==> config.mk <==
export PLATFORM = sky130hd
export DESIGN_NAME = uart_tx_frame
export DESIGN_NICKNAME = d
export VERILOG_FILES = /design/src/rtl/uart_tx_pkg.sv /design/src/rtl/uart_tx_serializer.sv /design/src/rtl/uart_tx_frame.sv
export SDC_FILE = /design/constraint.sdc
export NUM_CORES = 1
export LEC_CHECK = 0
export ABC_AREA = 0
export ABC_CLOCK_PERIOD_IN_PS = 2400
export CAP_MARGIN = 20
export CORE_MARGIN = 2
export CORE_UTILIZATION = 40
export CTS_CLUSTER_SIZE = 28
export DETAILED_ROUTE_END_ITERATION = 7
export GPL_ROUTABILITY_DRIVEN = 0
export PLACE_DENSITY = 0.66
export SYNTH_ARGS = -nofsm -noshare
export SYNTH_HDL_FRONTEND = slang
export SYNTH_SLANG_ARGS = --single-unit
export TNS_END_PERCENT = 1
==> constraint.sdc <==
create_clock -name CLK -period 2.4 [get_ports CLK]
set_input_delay 0.48 -clock CLK [delete_from_list [all_inputs] [get_ports CLK]]
set_output_delay 0.48 -clock CLK [all_outputs]
set_load 0.02 [all_outputs]
==> src/rtl/uart_tx_pkg.sv <==
// Shared state encoding, line-level constants and parity helper for the UART TX framer.
package uart_tx_pkg;

    typedef enum logic [2:0] {
        S_IDLE   = 3'd0,
        S_START  = 3'd1,
        S_DATA   = 3'd2,
        S_PARITY = 3'd3,
        S_STOP   = 3'd4
    } state_t;

    localparam logic START_BIT = 1'b0;
    localparam logic STOP_BIT  = 1'b1;
    localparam logic PAR_EVEN  = 1'b0;
    localparam logic PAR_ODD   = 1'b1;

    // Even parity is the plain XOR of the payload; odd parity is its complement.
    function automatic logic parity_bit(input logic xor_red, input logic par_typ);
        return (par_typ == PAR_ODD) ? ~xor_red : xor_red;
    endfunction

endpackage

==> src/rtl/uart_tx_serializer.sv <==
// LSB-first payload shifter with a bit counter that flags the last payload bit.
module uart_tx_serializer #(
    parameter int DATA_WIDTH = 8,
    localparam int CNT_W = (DATA_WIDTH > 1) ? $clog2(DATA_WIDTH) : 1
) (
    input  logic                  clk,
    input  logic                  rst,
    input  logic                  load,
    input  logic [DATA_WIDTH-1:0] data,
    input  logic                  shift,
    input  logic                  cnt_clr,
    input  logic                  cnt_en,
    output logic                  bit_out,
    output logic                  done
);

    logic [DATA_WIDTH-1:0] sreg;
    logic [CNT_W-1:0]      cnt;

    // bit_out is the next bit to place on the line; shifting consumes it.
    always_ff @(posedge clk or posedge rst) begin
        if (rst) begin
            sreg <= '0;
        end else if (load) begin
            sreg <= data;
        end else if (shift) begin
            sreg <= sreg >> 1;
        end
    end

    always_ff @(posedge clk or posedge rst) begin
        if (rst) begin
            cnt <= '0;
        end else if (cnt_clr) begin
            cnt <= '0;
        end else if (cnt_en && !done) begin
            cnt <= cnt + 1'b1;
        end
    end

    assign bit_out = sreg[0];
    assign done    = (cnt == CNT_W'(DATA_WIDTH - 1));

endmodule

==> src/rtl/uart_tx_frame.sv <==
// UART transmit framer: start bit, LSB-first payload, optional parity, one stop bit.
module uart_tx_frame
    import uart_tx_pkg::*;
#(
    parameter int   DATA_WIDTH = 8,
    parameter logic IDLE_LEVEL = 1'b1
) (
    input  logic                  CLK,
    input  logic                  RST,
    input  logic [DATA_WIDTH-1:0] P_DATA,
    input  logic                  DATA_VALID,
    input  logic                  PAR_EN,
    input  logic                  PAR_TYP,
    output logic                  READY,
    output logic                  BUSY,
    output logic                  TX_OUT,
    output logic [2:0]            STATE_DBG
);

    // Handshake: a byte is taken on a rising edge where DATA_VALID and READY are both
    // high; otherwise the upstream holds P_DATA until READY returns.
    state_t state_q, state_d;
    logic   accept;
    logic   par_en_q, par_bit_q;
    logic   tx_d;
    logic   ser_bit, ser_done;
    logic   in_data;

    assign READY     = (state_q == S_IDLE) || (state_q == S_STOP);
    assign BUSY      = (state_q != S_IDLE);
    assign STATE_DBG = state_q;
    assign accept    = DATA_VALID && READY;
    assign in_data   = (state_q == S_DATA);

    uart_tx_serializer #(.DATA_WIDTH(DATA_WIDTH)) u_ser (
        .clk     (CLK),
        .rst     (RST),
        .load    (accept),
        .data    (P_DATA),
        .shift   ((state_q == S_START) || (in_data && !ser_done)),
        .cnt_clr (state_q == S_START),
        .cnt_en  (in_data),
        .bit_out (ser_bit),
        .done    (ser_done)
    );

    always_comb begin
        state_d = state_q;
        case (state_q)
            S_IDLE:   if (accept) state_d = S_START;
            S_START:  state_d = S_DATA;
            S_DATA:   if (ser_done) state_d = par_en_q ? S_PARITY : S_STOP;
            S_PARITY: state_d = S_STOP;
            S_STOP:   state_d = accept ? S_START : S_IDLE;
            default:  state_d = S_IDLE;
        endcase
    end

    // The line level is chosen from the state being entered so TX_OUT is a plain flop.
    always_comb begin
        tx_d = IDLE_LEVEL;
        case (state_d)
            S_IDLE:   tx_d = IDLE_LEVEL;
            S_START:  tx_d = START_BIT;
            S_DATA:   tx_d = ser_bit;
            S_PARITY: tx_d = par_bit_q;
            S_STOP:   tx_d = IDLE_LEVEL;
            default:  tx_d = IDLE_LEVEL;
        endcase
    end

    // Parity is fixed at accept time from the byte being latched into the shifter.
    always_ff @(posedge CLK or posedge RST) begin
        if (RST) begin
            state_q   <= S_IDLE;
            TX_OUT    <= IDLE_LEVEL;
            par_en_q  <= 1'b0;
            par_bit_q <= 1'b0;
        end else begin
            state_q <= state_d;
            TX_OUT  <= tx_d;
            if (accept) begin
                par_en_q  <= PAR_EN;
                par_bit_q <= parity_bit(^P_DATA, PAR_TYP);
            end
        end
    end

endmodule

==> key figures, run 1 <==
Outcome
  • Outcome: finished clean

Timing
  • Final hold viol count: 0
  • Final cycle utilization of the critical path: 0.8607
  • Setup repair after global routing missed its margin: no
  • Slew at the pin closest to its max-slew limit: 0.6531 ns
  • Final setup skew: 0.005827 ns
  • Maximum achievable frequency: 484.1 MHz
  • Worst Hold Slack: 0.5072 ns
  • Worst slew margin relative to its limit: 0.5641
  • Number of max-slew violations in the final report: 0
  • Min Tclk post-route: 2.066 ns
  • Setup-violating endpoint count in the final report: 0
  • Total negative setup slack: 0 ns

CTS
  • TritonCTS Buffers: 3
  • Hold-fix buffers, CTS: 0
  • CTS clk-pin slew, worst paths: 0.09 ns
  • Number of clock sinks: 17
  • Bufs on Longest Clock Path: 2
  • CTS H-Tree Depth: 1
  • Clock tree root driver cell: clkbuf_4
  • Clock tree from TritonCTS: yes
  • CTS-repair resized insts: 0
  • Clk_lat worst skew: 0.29 ns
  • Post-CTS setup buffer count: 0

Floorplan
  • Area of the die: 2807 um2
  • Initial Utilization: 0.4297
  • Die height: 52.98 um
  • Total number of placement rows: 17
  • Area inside the core boundary: 2233 um2
  • Ports placed on the boundary: 19
  • X dimension of the die: 52.98 um

Synth
  • Number of instances in the synthesized netlist: 81
  • Post-Synthesis Net Count: 96
  • Share of synthesized registers carrying an async set or reset: 1.000
  • Netlist area before placement: 959.7 um2
  • Number of synthesized flops with an enable pin: 0
  • Avg Inst Size Synth: 11.85 um2
  • Count of synthesis-stage warnings from yosys: 0
  • Share of synthesized area occupied by flip-flops and latches: 0.4446
  • Distinct cell type count after synthesis: 27
  • Most used flip-flop cell after synthesis: dfrtp_1
  • Register bit count reported by yosys: 17

Worst setup path
  • Endpoint kind of the worst setup timing path: output port
  • Path type of the worst setup path: register to output port
  • Crit-path max FO: 10
  • Category of the worst setup path launch point: register
  • Arrival time at the worst endpoint: 1.59 ns
  • Critical path required time: 1.92 ns

Pwr
  • VDD IR max: 588.5 uV
  • Total power: 1.376 mW
  • Cell leakage power: 0.5180 nW
  • Total power per unit cell area: 1166 nW/um2

Place
  • Post-detailed-placement half-perimeter wirelength: 1.188 mm
  • Quantity of I/O buffers inserted on ports: 18

Hold path
  • Class of the tightest hold or removal check: register to register

Detailed routing
  • Post-DR wirelength/cell: 12.52 um
  • Number of design-rule violations left by the first detailed-router iteration: 5
  • Number of design rule violations left after detail routing: 0
  • Detailed-router iteration count before antenna repair: 4
  • Detail-routed via count per cell: 5.125
  • Routed vias: 656
  • Overall routed net length: 1.602 mm
  • DRT antenna net count: 0

Cells and area
  • Final #Nets: 116
  • Register area: 426.7 um2
  • Post-synthesis to final-layout area growth: 22.95%
  • Count of antenna diodes in the layout: 0
  • Fillers: 215
  • Share of cells above drive strength 1: 0.2300
  • Most frequent standard cell in the layout excluding fill and tap cells: clkdlybuf4s50_1
  • Multi-input logic area: 496.7 um2
  • Commonest cells after routing, fill and taps aside: clkdlybuf4s50_1, dfrtp_1, mux2_2

GRT
  • Antenna violations before repair: 0
  • Global-route wire length before repair: 2.677 mm
  • Vias in the first global route: 591
  • Combined global-route utilization of all metal layers: 0.1352
  • Total global routing overflow: 0
  • Maximum number of pins on one net before global-route repair: 18

Job
  • Max-cap violations: 0
## layout make-up
class / instances / area share
Inverter: 4 / 0.01273
Timing Repair Buffer: 18 / 0.1527
Multi-Input combinational cell: 57 / 0.4210
Tap cell: 28 / 0.02969
Clock buffer: 4 / 0.02227
Sequential cell: 17 / 0.3616
## routing by layer
layer / GRT usage / up-vias / part of all wire
met4: 0.06410 / 0 / 0
met3: 0.02825 / 0 / 0.051
li1: - / 323 / -
met5: 0 / - / 0
met2: 0.2167 / 15 / 0.48
met1: 0.1726 / 318 / 0.47
## metrics by stage
stage                     area (um2)  instances    util  worst slack (ns)
final                           1180        128  0.5283            0.3343
after global routing            1180        128  0.5283            0.2480
after CTS                       1180        128  0.5283            0.3149
after detailed placement        1154        124  0.5165            0.3534
after global placement          1154        124  0.5165            0.3542
after floorplan                959.7         81       -            0.5385
## synthesized netlist by cell type (2+ instances only)
cell type / count / area share
a21oi_1: 5 / 0.026
a22oi_1: 2 / 0.016
buf_2: 2 / 0.010
dfrtp_1: 16 / 0.42
ha_1: 2 / 0.026
inv_1: 4 / 0.016
mux2_2: 9 / 0.11
mux2_4: 7 / 0.11
nand2_1: 5 / 0.020
nand2b_1: 3 / 0.020
nor2_1: 2 / 0.0078
nor2b_1: 2 / 0.013
o21ai_0: 4 / 0.021
xnor2_1: 5 / 0.046
## worst paths after layout
| path | depth (start not counted) | slack (ns) | from | endpoint |
|---|---|---|---|---|
| max in group asynchronous | 2 | 1.40 | RST | STATE_DBG[0]$_DFF_PP0_ |
| worst max-delay path | 2 | 0.33 | STATE_DBG[1]$_DFF_PP0_ | READY |
| worst min-delay path | 1 | 0.51 | par_bit_q$_DFFE_PP0P_ | par_bit_q$_DFFE_PP0P_ |
| worst max register to register | 4 | 0.57 | u_ser.cnt[0]$_DFFE_PP0P_ | u_ser.sreg[3]$_DFFE_PP0P_ |
| min in group asynchronous | 2 | 0.57 | RST | u_ser.cnt[2]$_DFFE_PP0P_ |
| worst min register to register | 1 | 0.51 | par_bit_q$_DFFE_PP0P_ | par_bit_q$_DFFE_PP0P_ |
## worst max-delay path, cell delays in order (launching register included)
cell,delay [ns]
dfrtp_1,0.49
nor2_2,0.19
clkdlybuf4s50_1,0.62
## cells by family (layout without fill, tap and decap cells)
family                   Yosys count  after routing  synth area share
buffers and inverters              7             26           0.03780
adder cells (fa/ha/maj)            2              2           0.02607
multiplexers                      17             17            0.2256
flip-flops                        17             17            0.4446
AND/OR/NAND/NOR                   18             18            0.1056
XOR/XNOR                           7              7           0.07822
AO/OA/AOI/OAI                     13             13           0.08213
## where the power goes
| part | leakage (nW) | total [mW] | internal, mW | switching, mW |
|---|---|---|---|---|
| registers | 0.211 | 0.527 | 0.424 | 0.103 |
| clock network | 0.0150 | 0.153 | 0.0646 | 0.0884 |
| logic | 0.292 | 0.696 | 0.408 | 0.287 |
| total | 0.518 | 1.38 | 0.897 | 0.478 |
## flip-flops by register name, summed over array words and instances, names as in the netlist
signal and flops:
u_ser.sreg 8, STATE_DBG 3, u_ser.cnt 3, TX_OUT 1, par_bit_q 1, par_en_q 1
Power figures use the tool's default switching activity.
==> run 2: changes to the inputs <==
Settings changed: ABC_CLOCK_PERIOD_IN_PS 2400 to 1800, PLACE_DENSITY 0.66 to 0.69.
Clock period 2.4 ns to 1.8 ns, I/O delays scaled along.
==> run 2 against run 1 <==
  * Flip-flop and latch count unchanged
  * Worst hold slack worse by 0.14 ns
  * Wire length up 11%
  * Largest power group unchanged
  * Final cell count up 3.9%
  * Clock power up 36%
  * Largest cell class unchanged
  * Worst setup slack worse by 0.22 ns
  * Utilization up 2.4 points
==> key figures, run 2 (synthesis results as in run 1) <==
Detailed routing
  • Number of design-rule violations left by the first detailed-router iteration: 7
  • Overall routed net length: 1.778 mm
  • Detailed-router iteration count before antenna repair: 2
  • Detail-routed via count per cell: 5.143
  • DRT antenna net count: 0
  • Post-DR wirelength/cell: 13.37 um
  • Routed vias: 684
  • Number of design rule violations left after detail routing: 0

Timing
  • Post-route setup slack: 0.1148 ns
  • Worst Hold Slack: 0.3690 ns
  • Min Tclk post-route: 1.685 ns
  • Setup-violating endpoint count in the final report: 0
  • Number of max-slew violations in the final report: 0
  • Final setup skew: 0.005002 ns
  • Final cycle utilization of the critical path: 0.9362
  • Setup repair after global routing missed its margin: no
  • Final hold viol count: 0
  • Worst slew margin relative to its limit: 0.8474
  • Maximum achievable frequency: 593.4 MHz
  • Slew at the pin closest to its max-slew limit: 0.2268 ns
  • Total negative setup slack: 0 ns

Pwr
  • Total power per unit cell area: 1525 nW/um2
  • Cell leakage power: 0.5855 nW
  • Total power: 1.879 mW
  • VDD IR max: 783.3 uV

CTS
  • Number of clock sinks: 17
  • Post-CTS setup buffer count: 0
  • Bufs on Longest Clock Path: 2
  • CTS clk-pin slew, worst paths: 0.10 ns
  • Clock tree root driver cell: clkbuf_4
  • TritonCTS Buffers: 3
  • Clock tree from TritonCTS: yes
  • Hold-fix buffers, CTS: 0
  • Clk_lat worst skew: 0.29 ns
  • CTS H-Tree Depth: 1

Worst setup path
  • Critical path required time: 1.98 ns
  • Endpoint kind of the worst setup timing path: register
  • Flop-to-flop setup slack: 0.11 ns
  • R2R cell count: 4
  • Capturing point of the worst reg2reg path: u_ser.sreg[0]$_DFFE_PP0P_
  • Worst r2r src: u_ser.cnt[1]$_DFFE_PP0P_
  • Setup crit end: u_ser.sreg[0]$_DFFE_PP0P_
  • Category of the worst setup path launch point: register
  • Arrival time at the worst endpoint: 1.87 ns
  • Timing startpoint of the critical path: u_ser.cnt[1]$_DFFE_PP0P_
  • Path type of the worst setup path: register to register
  • Crit-path max FO: 8

GRT
  • Antenna violations before repair: 0
  • Combined global-route utilization of all metal layers: 0.1575
  • Global-route wire length before repair: 3.118 mm
  • Total global routing overflow: 0
  • Vias in the first global route: 698
  • Maximum number of pins on one net before global-route repair: 18

Cells and area
  • Final #Nets: 121
  • Share of cells above drive strength 1: 0.3048
  • Post-synthesis to final-layout area growth: 28.42%
  • Commonest cells after routing, fill and taps aside: dfrtp_1, clkdlybuf4s50_1, mux2_2
  • Fillers: 213
  • Count of placed standard cells in the final layout, fillers left out: 133
  • Largest Register: u_ser.sreg
  • Core Util, Final: 0.5518
  • Count of antenna diodes in the layout: 0
  • Most frequent standard cell in the layout excluding fill and tap cells: dfrtp_1
  • Number of flip-flops under the largest register name: 8
  • Finished Cell Area: 1232 um2

Place
  • Placed cell areas: 1196 um2
  • Quantity of I/O buffers inserted on ports: 18
  • Post-Place Setup Slack: -0.1419 ns
  • Placed cell count: 129
  • Post-detailed-placement half-perimeter wirelength: 1.386 mm

Floorplan
  • Initial Utilization: 0.4297
  • Area inside the core boundary: 2233 um2
  • Die height: 52.98 um
  • Total number of placement rows: 17
  • Area of the die: 2807 um2
  • Ports placed on the boundary: 19
  • X dimension of the die: 52.98 um

Job
  • Max-cap violations: 0

Hold path
  • Class of the tightest hold or removal check: input pin to async pin

Outcome
  • Outcome: finished clean
-- run 2: how the worst min path moves through the flow --
stage,startpoint,end,cells after the start
6_report,RST,u_ser.sreg[7]$_DFFE_PP0P_,3
5_1_grt,RST,u_ser.sreg[4]$_DFFE_PP0P_,3
4_1_cts,RST,u_ser.sreg[4]$_DFFE_PP0P_,3
3_5_place_dp,par_bit_q$_DFFE_PP0P_,par_bit_q$_DFFE_PP0P_,1
3_3_place_gp,u_ser.sreg[7]$_DFFE_PP0P_,u_ser.sreg[7]$_DFFE_PP0P_,1
2_1_floorplan,RST,STATE_DBG[0]$_DFF_PP0_,1
-- run 2: power breakdown --
part | switching (mW) | internal (mW) | total (mW) | leakage (nW)
combinational | 0.417 | 0.558 | 0.975 | 0.358
sequential | 0.129 | 0.568 | 0.697 | 0.210
clock | 0.125 | 0.0827 | 0.208 | 0.0177
-- run 2: metal layers --
metal | GRT usage | part of all wire
met4 | 0.06410 | 0.0056
met5 | 0 | 0
met3 | 0.03390 | 0.055
met2 | 0.2896 | 0.52
met1 | 0.1733 | 0.42
-- run 2: final cells by class --
| class | instances | area, um2 | share of cell area |
|---|---|---|---|
| multi-input combinational | 57 | 505.5 | 0.4102 |
| clock buffer | 3 | 22.52 | 0.01827 |
| inverter | 4 | 15.01 | 0.01218 |
| clock inverter | 1 | 5.005 | 0.004061 |
| tap | 28 | 35.03 | 0.02843 |
| timing repair buffer | 23 | 221.5 | 0.1797 |
| sequential | 17 | 427.9 | 0.3472 |
-- run 2: worst max-delay path, stage by stage, from the launching register on --
cell and delay, ns:
dfrtp_1 0.41, ha_1 0.20, ha_2 0.20, o32a_2 0.46, mux2_2 0.30
-- run 2: timing repair --
| action | 4_1_cts | 5_1_grt |
|---|---|---|
| pin swaps | 0 | 0 |
| resized for setup | 4 | 5 |
| setup endpoints to repair | 4 | 11 |
==> run 3: changes to the inputs <==
Settings changed: CAP_MARGIN 20 to not set.
==> results of run 3 <==
Same layout as run 2: the final DEF is identical, and so are final timing and power.
